[config.mk]
export PLATFORM = sky130hd
export DESIGN_NAME = bist_pattern_misr
export DESIGN_NICKNAME = d
export VERILOG_FILES = /design/src/rtl/bist_pattern_misr.sv
export SDC_FILE = /design/constraint.sdc
export NUM_CORES = 1
export LEC_CHECK = 0
export BUFFER_PORTS_ARGS = -buffer_cell sky130_fd_sc_hd__buf_2
export CAP_MARGIN = 5
export CORE_MARGIN = 1
export CORE_UTILIZATION = 48
export CTS_CLUSTER_SIZE = 20
export DETAILED_ROUTE_END_ITERATION = 12
export GPL_TIMING_DRIVEN = 0
export PLACE_DENSITY_LB_ADDON = 0.08
export SLEW_MARGIN = 20
export SYNTH_ARGS = -nofsm -noshare
export SYNTH_HDL_FRONTEND = slang
export SYNTH_SLANG_ARGS = --single-unit
[constraint.sdc]
create_clock -name clk -period 3.2 [get_ports clk]
set_clock_uncertainty 0.15 [all_clocks]
set_input_delay 0.64 -clock clk [delete_from_list [all_inputs] [get_ports clk]]
set_output_delay 0.64 -clock clk [all_outputs]
set_load 0.05 [all_outputs]
[src/rtl/bist_pattern_misr.sv]
// BIST engine for the c880 combinational block: a 60-bit LFSR drives pat_o and
// a 26-bit MISR compacts resp_i for NPAT patterns per run.
// Optional macro BIST_GOLDEN_CMP_EN: registers pass_o = (final signature == GOLDEN)
// on DONE entry. Without it pass_o is tied low and GOLDEN is unused.
module bist_pattern_misr #(
    parameter int unsigned NPAT   = 1024,
    parameter logic [59:0] SEED   = 60'h1,
    parameter logic [25:0] GOLDEN = 26'h0
) (
    input  logic        clk,
    input  logic        rst,
    input  logic        start_i,
    input  logic        abort_i,
    output logic [59:0] pat_o,
    input  logic [25:0] resp_i,
    output logic        busy_o,
    output logic        done_o,
    output logic [25:0] sig_o,
    output logic        pass_o
);

    typedef enum logic [1:0] {StIdle, StLoad, StRun, StDone} state_e;

    localparam logic [15:0] LastCnt = 16'(NPAT - 1);

    state_e      r_state, w_state_next;
    logic [59:0] r_lfsr, w_lfsr_next;
    logic [25:0] r_misr, w_misr_next;
    logic [15:0] r_cnt, w_cnt_next;
    logic        w_last;
    logic        w_fb;

    assign w_last = (r_cnt == LastCnt);
    assign w_fb   = r_misr[25] ^ r_misr[5] ^ r_misr[1] ^ r_misr[0];

    // State and datapath registers; reset clears everything immediately.
    always_ff @(posedge clk or posedge rst) begin
        if (rst) begin
            r_state <= StIdle;
            r_lfsr  <= '0;
            r_misr  <= '0;
            r_cnt   <= '0;
        end else begin
            r_state <= w_state_next;
            r_lfsr  <= w_lfsr_next;
            r_misr  <= w_misr_next;
            r_cnt   <= w_cnt_next;
        end
    end

    // Next-state and datapath update; abort wins and freezes the datapath.
    always_comb begin
        w_state_next = r_state;
        w_lfsr_next  = r_lfsr;
        w_misr_next  = r_misr;
        w_cnt_next   = r_cnt;
        if (abort_i) begin
            w_state_next = StIdle;
        end else begin
            case (r_state)
                StIdle, StDone: begin
                    if (start_i) w_state_next = StLoad;
                end
                StLoad: begin
                    w_lfsr_next  = SEED;
                    w_misr_next  = '0;
                    w_cnt_next   = '0;
                    w_state_next = StRun;
                end
                StRun: begin
                    // Response sampled here belongs to the pattern held this cycle.
                    w_misr_next = {r_misr[24:0], w_fb} ^ resp_i;
                    w_lfsr_next = {r_lfsr[58:0], r_lfsr[59] ^ r_lfsr[58]};
                    if (w_last) begin
                        w_state_next = StDone;
                    end else begin
                        w_cnt_next = r_cnt + 16'd1;
                    end
                end
                default: w_state_next = StIdle;
            endcase
        end
    end

    assign pat_o  = r_lfsr;
    assign sig_o  = r_misr;
    assign busy_o = (r_state == StLoad) || (r_state == StRun);
    assign done_o = (r_state == StDone);

`ifdef BIST_GOLDEN_CMP_EN
    logic r_pass;

    // Capture the compare on DONE entry, hold through DONE, clear on leaving.
    always_ff @(posedge clk or posedge rst) begin
        if (rst) begin
            r_pass <= 1'b0;
        end else begin
            r_pass <= (w_state_next == StDone) &&
                      ((r_state == StRun) ? (w_misr_next == GOLDEN) : r_pass);
        end
    end

    assign pass_o = r_pass;
`else
    logic w_unused_golden;

    assign w_unused_golden = ^GOLDEN;
    assign pass_o          = 1'b0;
`endif

endmodule

Word level (Yosys, flattened, before mapping)
Index checks and enable logic that the tools add are counted.

word-level totals
  bits in registers = 104
  bits of input ports = 30
  output and inout bits = 89
  word-level logic and storage cells = 33

operators by class
  add/subtract/negate cells = 1
  equality and inequality tests = 7
  mux-type cells = 8
  bitwise logic cells = 6
  reductions and logical operators = 7

operators with widths
  cell                                             number
  one-hot mux 60 bit (2 select lines)              1
  one-hot mux 26 bit (2 select lines)              1
  one-hot mux 16 bit (2 select lines)              1
  XOR 26 bit                                       1
  adder 16 x 1 -> 16 bit, second input constant    1
  == test 16 x 10 -> 1 bit, second input constant  1
  2-to-1 mux 16 bit                                1
  2-to-1 mux 2 bit                                 3
  inequality test 3 bit, second input constant     2
  one-hot mux 2 bit (3 select lines)               1
  == test 2 bit, second input constant             2
  AND reduction 2 bit                              2
  XOR 1 bit                                        4
  AND reduction 3 bit                              1
  == test 2 x 1 -> 1 bit, second input constant    1
  zero test 2 bit                                  1
  inequality test 2 bit, second input constant     1
  nonzero test 2 bit                               1
  OR reduction 2 bit                               1
  logical OR 1 bit                                 1
  NOT 1 bit                                        1

Longest topological paths before layout
  depth after elaboration = 5
  gate-level depth with buffers = 9
  gate-level depth less buffers = 6

Worst setup path after synthesis
OpenSTA, ideal clock, no wires.

  path type = reg-to-reg
  start = register r_state[0]
  end = register r_cnt[13]
  setup time = 78 ps
  arrival = 2,329 ps
  data required time = 2,972 ps
  setup slack = 643 ps
  stages on the path, launching flop included = 9
  path buffers = 2
  clock period less this slack = 2,557 ps
  path through = dfrtp_1 inv_1 ha_1 or2_1 clkbuf_2 or4_1 buf_2 or4_1 a21oi_1

between the ends
  cells in the longest elaborated chain, start to end = 3
  elaborated cells on any way between the ends = 6
  those cells by class = 3 x eq/ne; 1 x mux; 2 x reduce/logical

RTL lines
  item                                                                   line  source
  start, declared                                                        26    state_e r_state, w_state_next;
  start signal, assigned                                                 39    r_state <= StIdle;
  start signal, assigned                                                 44    r_state <= w_state_next;
  == test 2 bit or == test 2 x 1 -> 1 bit (tied branches)                60    case (r_state)
  inequality test 2 bit (no line) or nonzero test 2 bit (tied branches)  -
  AND reduction 3 bit (no line)                                          -
  end signal, assigned                                                   47    r_cnt <= w_cnt_next;
  end, declared                                                          29    logic [15:0] r_cnt, w_cnt_next;

Several ways; a longest one is shown, not always the timed one.
A chain may end at the register's enable or synchronous reset.

Worst setup path after layout
  start = register r_state[0]
  end = register r_lfsr[8], in the netlist pat_o[8]

between the ends
  cells in the longest elaborated chain, start to end = 3
  elaborated cells on any way between the ends = 5
  those cells by class = 2 x eq/ne; 1 x mux; 2 x reduce/logical

RTL lines
  item                                                     line  source
  == test 2 x 1 -> 1 bit or == test 2 bit (tied branches)  60
  nonzero test 2 bit (no line)                             -
  AND reduction 2 bit (no line)                            -
  end signal, assigned                                     45    r_lfsr <= w_lfsr_next;
  end, declared                                            27    logic [59:0] r_lfsr, w_lfsr_next;

Several ways; a longest one is shown, not always the timed one.

==> out/qor.yml <==
pin_count_of_the_biggest_net_entering_global_routing: 31
achievable-frequency_ghz: 0.362
floorplan.die.height_um: 100
post-route-util_pct: 60.6
drt.antenna.violating_nets: 0
timing.critical_path.to_type: "flip-flop"
clkLatencyLatePin_ns: 0.36
final_cells: 740
final-setup-viol-count: 0
core-area_um2: 9330
globalplace.congestion: 0.846
postCtsHoldBufs: 0
critPathKind: "flip-flop to flip-flop"
layout_worst_path_cycle_share_pct: 86.4
post_cts.resized_instances: 0
reg_to_reg_startpoint: "r_state[0]"
r2r-end: "pat_o[8]"
placed_cell_count: 725
detail_route.iter0.violations: 192
tightestPinTransition_ns: 0.644
detailedRoute.firstPassIterationCount: 4
fin_nets: 641
outcome: "finished, final reports clean"
portBuffers: 117
p_leak_nw: 3.16
yosys.area.top_type_share_pct: 55.9
synthFlopType: "dfrtp_1"
post_route_cells_drive_above_1_share_pct: 23.9
crit_path_start_kind: "flip-flop"
yosys_register_bits: 104
time_the_worst_path_needs_with_i_o_delays_and_setup_ns: 2.76
clk_pin_slew_worst_paths_ns: 0.10
wl_per_cell_um: 14.1
timing.max_cap.violations: 0
global_route_wire_length_before_repair_um: 17200
synthesis.instances: 476
via_density_per_instance: 5.27
yosys_warnings: 0
synth_xor_xnor_area_share_pct: 5.46
numCtsBuffers: 9
post_synth_instance_area_um2: 4650
worstRegToRegCells: 9
critPathArrivalTime_ns: 2.92
routed-via-count: 3897
cts_setup_buffers: 0
cts-root-buf: "clkbuf_8"
synth.net_count: 510
worst-path-max-fanout: 10
post_synth_and_or_nand_nor_area_fraction_pct: 22.9
synth_top_family_by_area: "simple AND/OR/NAND/NOR gates"
r2r_setup_slack_ns: 0.44
finalHoldViolations: 0
clock_tree.buffer_depth: 2
netlist.top_cell.by_area: "dfrtp_1"
pwr_density_cell_nw_per_um2: 699
power.total_mw: 3.95
total_wirelength_of_the_detailed_routed_design_um: 10400
syn_area_per_cell_um2: 9.78
io_pins: 119
worst-endpoint-required_ns: 3.35
synthDistinctLibCells: 43
hpwlAfterDp_um: 7460
max_slew_margin_pct: 57.0
yosys-top-cells-count: "nand2_1 (126), dfrtp_1 (104), nand3_1 (68), a22o_1 (29), clkbuf_1 (26)"
post-route-drc-count: 0
antenna_found_initial: 0
synth_compound_gate_area_share_pct: 10.2
yosysSeqAreaShare_pct: 55.9
vias_in_the_first_global_route: 3604
initial_cell_density_of_the_core_pct: 49.9
num_rows: 35
synth.area.top_cells: "dfrtp_1 (56%), nand2_1 (10%), nand3_1 (7.3%)"
cts_tree: "yes"
total_die_area_um2: 10100
slew_viol_final: 0
synth_fa_ha_area_share_pct: 1.08
fin_tns_setup_ns: 0
die_w_um: 100
hold_path_class: "primary input to async pin"
grt_ovf: 0
n_antenna_cell: 0
yosysMostFrequentCell: "nand2_1"
unrepaired_setup_endpoints_after_global_routing: "no"
synth_mux_area_share_pct: 0.941
area_growth_from_synthesis_to_final_layout_pct: 21.4
synth_async_sr_flop_share_pct: 100
synth_edf_count: 0
worst_ir_drop_on_vdd_v: 0.000420
cts_max_level: 3
grt_util_all_layers_pct: 21.5
cts_sinks: 104
[critical path, stage by stage, from the launching register on]
cell and delay, ns:
dfrtp_1 0.41, inv_1 0.06, ha_1 0.34, or2_1 0.12
clkbuf_2 0.17, clkbuf_1 0.46, clkbuf_1 0.43, buf_1 0.40
nand2_1 0.10, nand2_1 0.08
[metrics by stage]
stage | cell area [um^2] | hold slack (ns) | setup WS (ns)
final | 5650 | 0.202 | 0.436
after global routing | 5650 | 0.226 | 0.180
after CTS | 5650 | 0.206 | 0.410
after detailed placement | 5470 | 0.331 | 0.438
after global placement | 5400 | 0.321 | 0.463
after floorplan | 4660 | 0.341 | 0.643
[state kept, by name, summed over array words and instances (netlist names)]
signal   flops
pat_o       60
sig_o       26
r_cnt       16
r_state      2
[how the worst max path moves through the flow]
stage                     from  cells after the start         to  slack [ns]
detailed placement  r_state[0]                      9   pat_o[8]        0.44
global placement           rst                      2  pat_o[15]        0.46
finish              r_state[0]                      9   pat_o[8]        0.44
global route        r_state[0]                      9   pat_o[4]        0.18
CTS                 r_state[0]                      9   pat_o[8]        0.41
floorplan           r_state[0]                      8  r_cnt[13]        0.64
[final cells by class]
class                   instances  area [um^2]
plain buffers                  33          131
clock buffers                   9          124
clock inverters                 6         55.1
fillers                       844         3680
inverters                       7         30.0
multi-input cells             332         1890
flip-flops and latches        104         2600
well taps                     129          161
repair buffers                120          653
[cells by family after synthesis]
| group | after synthesis |
|---|---|
| AND/OR/NAND/NOR | 232 |
| adder cells (fa/ha/maj) | 4 |
| other | 1 |
| AO/OA/AOI/OAI | 62 |
| flip-flops | 104 |
| buffers and inverters | 40 |
| multiplexers | 4 |
| XOR/XNOR | 29 |
[placed cells by master, fill, tap and decap left out, types with 5 or more instances in the layout]
cell	instances
clkbuf_8	9
a21oi_1	13
inv_1	6
o31ai_1	6
nor2_1	7
or4_1	8
dfrtp_1	104
buf_2	119
a22o_1	29
nand3_1	68
xor2_1	25
nand2_1	126
or3_1	5
nand4_1	5
clkbuf_1	26
[power breakdown]
group	total, mW	internal [mW]	switching [mW]
Combinational	1.58	0.404	1.18
Clock	0.764	0.291	0.473
Sequential	1.60	1.46	0.143
[metal layers]
metal	global-route usage, %	wire length (um)	vias up	part of all wire, %
met5	0	0	-	0
met4	6.58	123	0	1.2
met3	4.79	476	11	4.6
met2	33.6	4920	97	47
met1	30.2	4920	1883	47
li1	-	-	1906	-
No activity file was read; power rests on OpenSTA's default activity.
